## src/rtl/vec_adder_stream.sv

```systemverilog
// rtl/vec_adder_stream.sv - streaming lane-wise signed vector adder with saturate/wrap and overflow flag
module vec_adder_stream #(
  parameter int DIMENTION    = 768,
  parameter int LANES        = 16,
  parameter int WIDTH_ADDEND = 8,
  parameter int WIDTH_SUM    = 8,
  parameter bit SATURATE     = 1'b1,
  localparam int BEATS       = DIMENTION / LANES,
  localparam int IDX_W       = (BEATS > 1) ? $clog2(BEATS) : 1
) (
  input  logic                          clk,
  input  logic                          rst_n,
  input  logic                          in_valid,
  output logic                          in_ready,
  input  logic [WIDTH_ADDEND*LANES-1:0] addend1,
  input  logic [WIDTH_ADDEND*LANES-1:0] addend2,
  output logic                          out_valid,
  input  logic                          out_ready,
  output logic [WIDTH_SUM*LANES-1:0]    sum,
  output logic [IDX_W-1:0]              out_beat_idx,
  output logic                          out_last,
  output logic                          ovf_sticky,
  input  logic                          ovf_clr
);

  localparam int WA = WIDTH_ADDEND;
  localparam int WS = WIDTH_SUM;

  logic [WS*LANES-1:0] sum_next;
  logic [LANES-1:0]    lane_ovf;
  logic [IDX_W-1:0]    beat_cnt;
  logic                accept;

  assign in_ready = !out_valid || out_ready;
  assign accept   = in_valid && in_ready;

  for (genvar i = 0; i < LANES; i++) begin : g_lane
    logic signed [WA-1:0] a;
    logic signed [WA-1:0] b;
    logic signed [WA:0]   s;

    assign a = addend1[i*WA +: WA];
    assign b = addend2[i*WA +: WA];
    assign s = {a[WA-1], a} + {b[WA-1], b};

    if (WS >= WA + 1) begin : g_wide
      assign sum_next[i*WS +: WS] = WS'(s);
      assign lane_ovf[i]          = 1'b0;
    end else begin : g_narrow
      logic [WS-1:0]      low;
      logic signed [WA:0] back;

      // Overflow iff the truncated value does not sign-extend back to the exact sum.
      assign low         = s[WS-1:0];
      assign back        = (WA+1)'($signed(low));
      assign lane_ovf[i] = (back != s);

      if (SATURATE) begin : g_sat
        assign sum_next[i*WS +: WS] = !lane_ovf[i] ? low :
                                      s[WA] ? {1'b1, {(WS-1){1'b0}}} : {1'b0, {(WS-1){1'b1}}};
      end else begin : g_wrap
        assign sum_next[i*WS +: WS] = low;
      end
    end
  end

  always_ff @(posedge clk or negedge rst_n) begin
    if (!rst_n) begin
      out_valid    <= 1'b0;
      sum          <= '0;
      out_beat_idx <= '0;
      out_last     <= 1'b0;
      beat_cnt     <= '0;
    end else if (accept) begin
      out_valid    <= 1'b1;
      sum          <= sum_next;
      out_beat_idx <= beat_cnt;
      out_last     <= (beat_cnt == IDX_W'(BEATS - 1));
      beat_cnt     <= (beat_cnt == IDX_W'(BEATS - 1)) ? '0 : beat_cnt + 1'b1;
    end else if (out_ready) begin
      out_valid    <= 1'b0;
    end
  end

  // Set has priority over clear so an overflow in the clearing cycle is not lost.
  always_ff @(posedge clk or negedge rst_n) begin
    if (!rst_n) begin
      ovf_sticky <= 1'b0;
    end else if (accept && (|lane_ovf)) begin
      ovf_sticky <= 1'b1;
    end else if (ovf_clr) begin
      ovf_sticky <= 1'b0;
    end
  end

endmodule

```

## config.mk

```make
export PLATFORM = sky130hd
export DESIGN_NAME = vec_adder_stream
export DESIGN_NICKNAME = d
export VERILOG_FILES = /design/src/rtl/vec_adder_stream.sv
export SDC_FILE = /design/constraint.sdc
export NUM_CORES = 1
export LEC_CHECK = 0
export BUFFER_PORTS_ARGS = -buffer_cell sky130_fd_sc_hd__buf_2
export CAP_MARGIN = 20
export CELL_PAD_IN_SITES_DETAIL_PLACEMENT = 2
export CELL_PAD_IN_SITES_GLOBAL_PLACEMENT = 2
export CORE_ASPECT_RATIO = 0.5
export CORE_UTILIZATION = 29
export DETAILED_ROUTE_END_ITERATION = 6
export PLACE_DENSITY_LB_ADDON = 0.1
export SYNTH_ARGS = -nofsm -noshare
export SYNTH_HDL_FRONTEND = slang
export SYNTH_SLANG_ARGS = --single-unit
```

## constraint.sdc

```tcl
create_clock -name clk -period 1.9 [get_ports clk]
set_clock_uncertainty 0.2 [all_clocks]
set_input_delay 0.38 -clock clk [delete_from_list [all_inputs] [get_ports clk]]
set_output_delay 0.38 -clock clk [all_outputs]
set_load 0.005 [all_outputs]
```

==> Word level (Yosys, flattened, before mapping) <==
Index checks and enable logic that the tools add are counted.
{ "op_classes": {"n_addsub": 17, "n_eq_ne": 17, "n_mux": 37, "reduce_logical": 7} }
{ "op_table": {"columns": ["cell", "count"], "rows": [
  ["8-bit two-way mux", 32],
  ["8-bit by 8-bit adder with 9-bit output", 16],
  ["1-bit != test", 16],
  ["16-bit OR reduction", 1],
  ["6-bit by 1-bit adder with 6-bit output, second input constant", 1],
  ["6-bit equality test, second input constant", 1],
  ["6-bit two-way mux", 1],
  ["1-bit two-way mux", 4],
  ["2-bit nonzero test", 2],
  ["1-bit logical AND", 2],
  ["1-bit logical NOT", 1],
  ["1-bit logical OR", 1]
]} }
{ "totals": {"register_bits": 143, "output_inout_bits": 138} }

==> Logic depth before layout (Yosys ltp) <==
{ "depth": {"depth_word": 5, "mapped_depth": 12} }

==> Worst setup path after synthesis <==
No wires, ideal clock.
{ "synth_timing": {"path_type": "input-to-reg", "start": "in addend1[8]", "end": "reg sum[14]", "setup_ps": 125, "t_arrival_ps": 2341, "path_slack_ps": -766, "cell_stages": 11, "cell_sequence": "ha_1 > inv_1 > fa_1 > nor2b_1 > o21ai_0 > a21boi_0 > o21a_1 > nor2_1 > xnor2_1 > maj3_1 > mux2_2"} }
{ "synth_between": {"elab_chain_len": 3} }
{ "synth_rtl": {"columns": ["item", "line", "rtl"], "rows": [
  ["from (decl)", "15", "input logic [WIDTH_ADDEND*LANES-1:0] addend1,"],
  ["8-bit by 8-bit adder with 9-bit output (*)", "44", "assign s = {a[WA-1], a} + {b[WA-1], b};"],
  ["8-bit two-way mux or 1-bit != test (tied branches)", "60, 56", null],
  ["8-bit two-way mux (*)", "59", "assign sum_next[i*WS +: WS] = !lane_ovf[i] ? low :"],
  ["to (signal assigned)", "76", "sum <= sum_next;"],
  ["to (decl)", "19", "output logic [WIDTH_SUM*LANES-1:0] sum,"]
]} }
Every way passes the cells marked *; elsewhere a longest branch is shown, timed or not.
A chain may end at the register's enable or synchronous reset.

==> Final worst setup path <==
{ "layout_timing": {"start": "in addend2[88]", "end": "reg sum[94]"} }
{ "layout_between": {"elab_chain_len": 3} }
{ "layout_rtl": {"columns": ["item", "line", "rtl"], "rows": [
  ["from (decl)", "16", "input logic [WIDTH_ADDEND*LANES-1:0] addend2,"],
  ["8-bit by 8-bit adder with 9-bit output (*)", "44", null],
  ["8-bit two-way mux or 1-bit != test (tied branches)", "60, 56", null],
  ["8-bit two-way mux (*)", "59", null]
]} }
Marks and branches as above.

==> impl_metrics.py <==
metrics = {
    "timing": {
        "period_needed_ns": 2.59,
        "slew_headroom_pct": 59.6,
        "hold_viol_final": 0,
        "drv_slew": 0,
        "max_freq_mhz": 386,
        "tightestPinTransition_ns": 0.599,
        "fin_ws_ns": -0.691,
        "period_share_pct": 136,
        "hold_ws_ns": 0.0930,
        "setup_viol": 125,
        "grt_setup_unrepaired": "yes",
    },
    "floorplanning": {
        "die_w_um": 283,
        "ios": 399,
        "start_util_pct": 30.0,
        "core_area_um2": 38100,
        "row_count": 50,
        "die_h_um": 142,
        "die_area_um2": 40300,
    },
    "cts": {
        "cts_sinks": 143,
        "root_buffer": "clkbuf_16",
        "htreeDepth": 4,
        "cts_tree": "built",
        "clock_path_buffers": 2,
        "clkTransAtPathRegs_ns": 0.07,
        "clock_latency_ns": 0.47,
        "cts_made_buffers": 17,
    },
    "placement": {
        "place_congestion": 0.863,
        "place_ws_ns": -1.31,
        "hpwl_um": 42300,
        "place_area_um2": 17100,
        "port_buffers": 398,
    },
    "synthesis": {
        "synth_mux_area_share_pct": 0.930,
        "synth-xor-area-share_pct": 6.28,
        "synth_seq_cells": 143,
        "avgSynthCellArea_um2": 8.32,
        "synth_fp_nets": 1781,
        "async_reset_ff_share_pct": 100,
        "synth_adder_area_share_pct": 17.1,
        "synth-compound-area-share_pct": 21.4,
        "synth_edf_count": 0,
        "synthFlopType": "dfrtp_1",
        "syn-cell-area_um2": 11400,
        "yosysUniqueCellTypes": 69,
        "synth_cells": 1375,
        "ys_warn_count": 0,
        "yosys.area_share.simple_pct": 19.5,
        "ys_seq_area_share_pct": 31.3,
        "synth_top_family_by_area": "compound AO/OA/AOI/OAI gates",
    },
    "detailed_routing": {
        "dr.pass1.iters": 5,
        "ant_nets": 0,
        "drt_iter0_markers": 497,
        "drc": 0,
        "avgRoutedWirePerCell_um": 26.9,
        "num_vias": 14300,
        "routed_wl_um": 71800,
        "routed_via_density": 5.36,
    },
    "finish": {
        "synthToLayoutAreaGrowth_pct": 79.3,
        "nFillCells": 3882,
        "multi_input_comb_area_um2": 9980,
        "fin_area_um2": 20500,
        "final_net_count": 2531,
        "regArea_um2": 3580,
        "drive_gt1_share_pct": 56.2,
    },
    "power": {
        "power.leakage_uw": 0.00973,
        "pwr-share-seq_pct": 26.6,
        "p_per_area_nw_per_um2": 808,
        "comb_power_share_pct": 50.5,
        "total_power_uw": 16600,
        "vdd_drop_max_uv": 398,
        "internal_power_uw": 9760,
        "clkPwrFrac_pct": 23.0,
        "p_sw_uw": 6810,
        "p_sw_share_pct": 41.1,
    },
    "hold_path": {
        "min_path_type": "in -> reg",
    },
    "critical_path": {
        "cp.required_ns": 2.03,
        "crit_arrival_ns": 2.72,
        "start_kind": "primary input",
        "crit_type": "in -> reg",
        "path_max_fanout": 6,
        "critPathCaptureType": "flop",
    },
    "grt": {
        "first_global_vias": 16100,
        "grtUsageTotal_pct": 29.7,
        "antenna_found_initial": 16,
        "grt_overflow": 0,
        "grt_max_degree": 35,
        "grt_pass1_wl_um": 91800,
    },
    "run_status": {
        "status": "finished, violations left",
        "violations": "setup timing",
    },
    "run": {
        "cap_violations": 0,
    },
}
metal layers:
| layer | wire, um | track usage [%] | up-vias |
|---|---|---|---|
| li1 | - | - | 6344 |
| met1 | 24900 | 28.8 | 7233 |
| met2 | 40600 | 60.6 | 496 |
| met3 | 2410 | 4.35 | 258 |
| met4 | 3910 | 14.8 | 4 |
| met5 | 27 | 0 | - |
worst max-delay path, cell delays in order:
cell and delay, ns:
buf_6 0.10, ha_4 0.16, buf_4 0.13, buf_6 0.12
a211oi_4 0.22, nor2_2 0.08, or4_4 0.47, a31oi_4 0.18
buf_6 0.14, buf_12 0.10, xor2_4 0.22, nor2_4 0.10
o21ai_2 0.20, o21ai_1 0.12
logic make-up (layout without fill, tap and decap cells):
kind of cell / after synthesis / count (layout)
buffers and inverters: 106 / 869
adders and majority gates: 147 / 147
AOI/OAI and AO/OA: 392 / 392
and+or+nand+nor: 495 / 495
DFF: 143 / 143
muxes: 10 / 10
other: 0 / 14
xor gates and xnor gates: 82 / 82
cells in the mapped netlist, types with 6 or more instances:
| cell type | number | area share (%) |
|---|---|---|
| nand2_1 | 201 | 6.6 |
| o21ai_0 | 188 | 8.2 |
| dfrtp_1 | 143 | 31 |
| nor2_1 | 133 | 4.4 |
| ha_1 | 129 | 14 |
| inv_1 | 78 | 2.6 |
| xnor2_1 | 58 | 4.4 |
| a21oi_1 | 51 | 2.2 |
| nor2b_1 | 31 | 1.7 |
| nor3_1 | 31 | 1.4 |
| a21o_1 | 27 | 1.8 |
| nand2b_1 | 27 | 1.5 |
| clkbuf_1 | 24 | 0.79 |
| nand3_1 | 24 | 1.1 |
| xor2_1 | 24 | 1.8 |
| a211oi_1 | 23 | 1.5 |
| o21a_1 | 21 | 1.4 |
| fa_1 | 16 | 2.8 |
| o211ai_1 | 11 | 0.72 |
| or3_1 | 8 | 0.44 |
| and2_1 | 7 | 0.38 |
| o21bai_1 | 7 | 0.46 |
| o31ai_1 | 7 | 0.46 |
| a31oi_1 | 6 | 0.33 |
| o41ai_1 | 6 | 0.46 |
through the flow:
stage | instances | util (%) | TNS, ns
after floorplan | 1375 | - | -45.81
after global placement | 2534 | 44.8 | -86.94
after detailed placement | 2534 | 44.8 | -103.45
after CTS | 2617 | 50.8 | -25.01
after global routing | 2672 | 53.8 | -48.91
final | 2672 | 53.8 | -40.81
what timing repair did:
action | in CTS | in global routing
gates resized for setup | 276 | 180
endpoints found under the hold margin | 49 | 0
cloned | 0 | 0
buffers inserted | 65 | 49
endpoints found under the setup margin | 127 | 129
pin swaps | 168 | 149
hold buffers | 2 | 0
state kept, by name, indices dropped and copies added (netlist names):
name and flops:
sum 128, beat_cnt 6, out_beat_idx 6, out_last 1, out_valid 1, ovf_sticky 1
layout make-up:
class                      count  area share [%]
multi-input combinational   1126            48.7
timing repair buffer         759            26.0
sequential                   143            17.5
tap                          520            3.17
clock buffer                  18            2.14
inverter                      78            1.48
clock inverter                14           0.879
antenna                       14           0.171
final timing paths:
kind                                              from                      to  slack [ns]  cells past startpoint
worst max-delay path                       addend2[88]     sum[94]$_DFFE_PN0P_       -0.69                     14
worst min-delay path                       addend2[48]     sum[48]$_DFFE_PN0P_        0.09                      4
worst max register to register  ovf_sticky$_DFFE_PN0P_  ovf_sticky$_DFFE_PN0P_       -0.20                      7
worst min register to register     sum[47]$_DFFE_PN0P_     sum[47]$_DFFE_PN0P_        0.28                      2
max in group asynchronous                        rst_n     sum[97]$_DFFE_PN0P_        0.70                      3
min in group asynchronous                        rst_n     sum[67]$_DFFE_PN0P_        0.20                      2
cell usage in the layout, fill, tap and decap left out, types with 15 or more instances in the layout:
cell type | netlist | routed
buf_4 | 0 | 311
nor3_1 | 31 | 24
o21a_1 | 21 | 18
fa_2 | 0 | 16
o21ai_2 | 2 | 93
buf_2 | 0 | 355
o21ai_0 | 188 | 24
o21ai_1 | 4 | 65
nor2_2 | 0 | 21
nand3_1 | 24 | 18
ha_1 | 129 | 73
a21oi_1 | 51 | 24
nand2_1 | 201 | 185
a21oi_2 | 0 | 22
a21o_1 | 27 | 27
nand2b_1 | 27 | 23
dfrtp_1 | 143 | 143
buf_12 | 0 | 15
xor2_1 | 24 | 18
buf_6 | 0 | 64
inv_1 | 78 | 60
clkbuf_16 | 0 | 17
ha_4 | 0 | 52
nor2_4 | 0 | 20
nor2_1 | 133 | 92
xnor2_1 | 58 | 50
power by group through the flow:
stage / clock network, uW / logic, uW / registers [uW]
after global placement: 0 / 5770 / 4310
after CTS: 3760 / 7080 / 4320
after detailed placement: 0 / 6160 / 4360
final: 3810 / 8360 / 4400
after global routing: 3940 / 8840 / 4460
after floorplan: 0 / 3020 / 4310
Note: power is estimated with default switching activity, not from simulation.
